### src/rtl/pic_irq_resolver.sv
// PIC interrupt front end: IRR capture (edge/level), masking, rotating
// fully-nested priority resolution, and ISR bookkeeping for INTA/EOI strobes.
module pic_irq_resolver (
  input  logic       clk,
  input  logic       reset,
  input  logic [7:0] ir,
  input  logic       LTIM,
  input  logic [7:0] Mask,
  input  logic       inta_p1,
  input  logic       inta_p2,
  input  logic       eoi,
  input  logic       seoi,
  input  logic [2:0] lvl,
  input  logic       ar,
  input  logic       aeoi,
  output logic       intr,
  output logic [2:0] Y,
  output logic       spur,
  output logic [7:0] irr,
  output logic [7:0] isr
);

  logic [7:0] ir_d;
  logic [2:0] lp;

  // Returns {found, level} of the highest-priority set bit, scanning from lp+1.
  function automatic logic [3:0] pick(input logic [7:0] v, input logic [2:0] p);
    logic [3:0] r;
    logic [2:0] idx;
    r = 4'b0;
    for (int k = 7; k >= 0; k--) begin
      idx = p + 3'd1 + 3'(k);
      if (v[idx]) r = {1'b1, idx};
    end
    return r;
  endfunction

  // 0 is the highest priority under the current pointer.
  function automatic logic [2:0] rank(input logic [2:0] l, input logic [2:0] p);
    return l - p - 3'd1;
  endfunction

  logic       cand_vld, top_vld, int_next, p2_clr;
  logic [2:0] cand, top, lp_next;
  logic [7:0] set_isr, clr_isr, irr_next;

  always_comb begin
    {cand_vld, cand} = pick(irr & ~Mask, lp);
    {top_vld, top}   = pick(isr, lp);
    int_next = cand_vld && (!top_vld || (rank(cand, lp) < rank(top, lp)));

    set_isr = (inta_p1 && cand_vld) ? (8'd1 << cand) : 8'd0;
    p2_clr  = inta_p2 && aeoi && !spur;
    clr_isr = p2_clr ? (8'd1 << Y) : 8'd0;
    lp_next = lp;
    if (ar && p2_clr) lp_next = Y;
    // Specific EOI overrides a concurrent non-specific EOI.
    if (seoi) begin
      clr_isr = clr_isr | (8'd1 << lvl);
      if (ar) lp_next = lvl;
    end else if (eoi && top_vld) begin
      clr_isr = clr_isr | (8'd1 << top);
      if (ar) lp_next = top;
    end

    irr_next = LTIM ? ir : ((irr & ~set_isr) | (ir & ~ir_d));
  end

  always_ff @(posedge clk) begin
    if (!reset) begin
      irr  <= 8'd0;
      isr  <= 8'd0;
      intr <= 1'b0;
      Y    <= 3'd7;
      spur <= 1'b0;
      ir_d <= 8'd0;
      lp   <= 3'd7;
    end else begin
      ir_d <= ir;
      irr  <= irr_next;
      isr  <= (isr & ~clr_isr) | set_isr;
      lp   <= lp_next;
      intr <= inta_p1 ? 1'b0 : int_next;
      if (inta_p1) begin
        Y    <= cand_vld ? cand : 3'd7;
        spur <= !cand_vld;
      end
    end
  end

endmodule
### config.mk
export PLATFORM = sky130hd
export DESIGN_NAME = pic_irq_resolver
export DESIGN_NICKNAME = d
export VERILOG_FILES = /design/src/rtl/pic_irq_resolver.sv
export SDC_FILE = /design/constraint.sdc
export NUM_CORES = 1
export LEC_CHECK = 0
export BUFFER_PORTS_ARGS = -buffer_cell sky130_fd_sc_hd__buf_2
export CORE_ASPECT_RATIO = 1.5
export CORE_MARGIN = 1
export CORE_UTILIZATION = 41
export DETAILED_ROUTE_END_ITERATION = 7
export GPL_TIMING_DRIVEN = 0
export HOLD_SLACK_MARGIN = 0.1
export SYNTH_ARGS = -nofsm -noshare
export SYNTH_HDL_FRONTEND = slang
export SYNTH_SLANG_ARGS = --single-unit
### constraint.sdc
create_clock -name clk -period 10.77 [get_ports clk]
set_input_delay 1.6155 -clock clk [delete_from_list [all_inputs] [get_ports clk]]
set_output_delay 1.6155 -clock clk [all_outputs]
set_load 0.05 [all_outputs]
==> results.sh <==
export IMPL_power_leakage_nw=1.74
export IMPL_die_area_um2=9810
export IMPL_core_area_um2=9200
export IMPL_min_path_type="reg -> reg"
export IMPL_slew_headroom_pct=58.2
export IMPL_drt_pre_antenna_iters=5
export IMPL_grt_max_degree=13
export IMPL_crit_path_frequent_cell="sky130_fd_sc_hd__ha_1"
export IMPL_finalSetupViolations=0
export IMPL_h_tree_depth=2
export IMPL_detailedPlace_worstSlack_ns=5.19
export IMPL_layout_cells_non_filler=604
export IMPL_syn_instance_count=437
export IMPL_ys_types=76
export IMPL_cp_end_kind="register"
export IMPL_p_per_area_nw_per_um2=253
export IMPL_dr_max_layer_used="met4"
export IMPL_report_final_hold_viol_count=0
export IMPL_postCtsSetupRepairBufs=0
export IMPL_post_synthesis_net_count=473
export IMPL_synthToLayoutAreaGrowth_pct=14.0
export IMPL_clk_path_buf_depth=2
export IMPL_run_status="finished, final reports clean"
export IMPL_fin_crit_sh_pct=53.0
export IMPL_wl_met1_mm=4.71
export IMPL_vias_per_cell=6.41
export IMPL_fp_rows=43
export IMPL_ys_seq_elements=32
export IMPL_timing_critical_path_slowest_stage_cell="sky130_fd_sc_hd__xor3_1"
export IMPL_layout_drive_gt1_share_pct=24.8
export IMPL_first_global_vias=3768
export IMPL_cts_hold_fix_buffers=0
export IMPL_detail_route_antenna_nets=0
export IMPL_yosysSeqAreaShare_pct=16.6
export IMPL_cts_buffers_inserted=5
export IMPL_grt_util_all_layers_pct=27.0
export IMPL_cts_num_sinks=32
export IMPL_drc=0
export IMPL_antenna_cells_inserted=0
export IMPL_worstSetupStartpointType="register"
export IMPL_smallest_setup_slack_after_layout_ns=5.06
export IMPL_max_freq_ghz=0.175
export IMPL_numPlacedInstances=596
export IMPL_ir_worst_vdd_v=0.000166
export IMPL_crit_type="reg -> reg"
export IMPL_cp_arrival_ns=5.89
export IMPL_synth_async_reset_ratio_pct=0
export IMPL_clk_transition_reported_paths_ns=0.05
export IMPL_hpwl_mm=9.76
export IMPL_yosys_warnings=0
export IMPL_nNetsFinal=527
export IMPL_slew_violations=0
export IMPL_first_pass_grt_wire_length_mm=19.8
export IMPL_synth_area_per_inst_um2=8.83
export IMPL_drt_initial_drc_count=331
export IMPL_via_count=3872
export IMPL_drv_max_cap_violation_count=0
export IMPL_io_buffer_count=47
export IMPL_detailed_route_wirelength_on_metal2_mm=6.73
export IMPL_cp_cell_sequence="buf_6 -> inv_2 -> buf_4 -> buf_2 -> ha_1 -> clkbuf_1 -> xor3_1 -> mux4_2 -> mux2i_4 -> a21oi_1 -> a211oi_1 -> o211ai_1 -> buf_2 -> ha_1 -> fa_1 -> xor2_1 -> xnor2_1 -> ha_1 -> nor2b_1 -> o21ai_0 -> nor4bb_1"
export IMPL_cp_slowest_stage_delay_ns=0.53
export IMPL_whs_ns=0.484
export IMPL_overflow=0
export IMPL_die_width_um=81.2
export IMPL_tritoncts_clock_tree="done"
export IMPL_synth_enable_flop_cells=0
export IMPL_dpl_instance_area_um2=4230
export IMPL_ys_flop_type="sky130_fd_sc_hd__dfxtp_1"
export IMPL_grt_setup_unrepaired="no"
export IMPL_fin_area_um2=4400
export IMPL_worst_path_max_fanout=12
export IMPL_start_util_pct=41.9
export IMPL_timing_critical_path_required_ns=10.95
export IMPL_cts_resized=0
export IMPL_drt_wirelength_per_cell_um=20.8
export IMPL_routed_wl_met3_um=612
export IMPL_final_core_util_pct=47.8
export IMPL_die_y_um=121
export IMPL_boundaryPins=49
export IMPL_antenna_found_initial=0
export IMPL_cts_root_buffer="sky130_fd_sc_hd__clkbuf_16"
export IMPL_routabilityCongestion=0.951
export IMPL_worst_slew_pin_slew_ns=0.628
export IMPL_final_setup_tns_ns=0
export IMPL_total_power_consumption_mw=1.11
export IMPL_clkLatencyLatePin_ns=0.28
export IMPL_mappedNetlistArea_um2=3860
export IMPL_fin_skew_ns=0.00388
export IMPL_final_min_clock_period_ns=5.71
export IMPL_routed_wl_mm=12.6
-- registers in the layout, summed over array words and instances (netlist names) --
name / flops
lp: 3
ir_d: 8
Y: 3
spur: 1
intr: 1
irr: 8
isr: 8
-- synthesized netlist by cell type, drive strengths merged, types with 4 or more instances --
library cell,n,share of area (%)
and2,11,1.8
dfxtp,32,17
o21ai,26,3.4
ha,6,1.9
clkbuf,11,1.1
nand4,6,0.97
o22ai,10,1.6
nor3,10,1.3
nand2,39,3.8
buf,19,3.3
nand4b,4,0.91
nor3b,5,1.2
nand3,15,1.9
nand2b,17,2.8
nor2,24,2.3
a211oi,8,1.8
o211ai,9,1.8
mux4,28,16
mux2i,28,7.6
a21oi,12,1.6
xnor2,5,1.3
nand3b,4,0.78
nor2b,15,2.4
inv,16,1.6
nor4,7,1.1
mux2,11,3.3
-- where the power goes --
part,switching (mW),internal (mW),total [mW],leakage (nW)
Combinational,0.476,0.311,0.787,1.40
Sequential,0.0293,0.138,0.168,0.265
Clock,0.0501,0.109,0.159,0.0808
Total,0.555,0.558,1.11,1.74
-- final timing paths --
path | start | end | slack (ns) | depth (start not counted)
min reg2reg | irr[1] | irr[1] | 0.48 | 2
max | lp[0] | intr | 5.06 | 21
max reg2reg | lp[0] | intr | 5.06 | 21
min | irr[1] | irr[1] | 0.48 | 2
-- area by class of cell --
| cell class | instances | area [µm²] |
|---|---|---|
| tap | 112 | 140 |
| buffer | 30 | 168 |
| fill | 878 | 4800 |
| inverter | 16 | 60.1 |
| sequential | 32 | 641 |
| clock inverter | 2 | 35.0 |
| clock buffer | 6 | 129 |
| timing repair buffer | 47 | 235 |
| multi-input combinational | 359 | 2990 |
-- layer usage --
metal / track usage, % / vias up
li1: - / 1796
met1: 30.3 / 1876
met2: 48.6 / 165
met3: 2.94 / 35
met4: 14.0 / 0
met5: 0 / -
-- cells by family (layout without fill, tap and decap cells) --
family / Yosys count / count (layout) / share of synthesized area (%)
adders and majority gates: 8 / 8 / 2.98
and+or+nand+nor: 172 / 172 / 24.7
xor gates and xnor gates: 10 / 10 / 3.76
muxes: 67 / 67 / 27.2
DFF: 32 / 32 / 16.6
AOI/OAI and AO/OA: 102 / 102 / 18.8
buffers and inverters: 46 / 101 / 5.90
-- cell usage in the layout (no fill, tap or decap), types with 10 or more instances in the layout --
cell type	count
sky130_fd_sc_hd__nand2_1	39
sky130_fd_sc_hd__mux4_2	28
sky130_fd_sc_hd__dfxtp_1	32
sky130_fd_sc_hd__inv_1	12
sky130_fd_sc_hd__nor3_1	10
sky130_fd_sc_hd__nand3_1	15
sky130_fd_sc_hd__buf_2	55
sky130_fd_sc_hd__o21ai_1	11
sky130_fd_sc_hd__nand2b_1	17
sky130_fd_sc_hd__mux2i_1	27
sky130_fd_sc_hd__o22ai_1	10
sky130_fd_sc_hd__nor2_1	24
sky130_fd_sc_hd__nor2b_1	15
sky130_fd_sc_hd__a21oi_1	12
sky130_fd_sc_hd__o21ai_0	15
sky130_fd_sc_hd__clkbuf_1	12
sky130_fd_sc_hd__and2_1	11
-- critical path: cells and delay by family (launching register included) --
kind,cells,cell delay (ns)
buffers and inverters,6,1.46
adder cells (fa/ha/maj),4,1.11
XOR/XNOR,3,0.84
AO/OA/AOI/OAI,4,0.81
multiplexers,2,0.68
AND/OR/NAND/NOR,2,0.37
flip-flops,1,0.32
(Power assumes the default switching activity.)
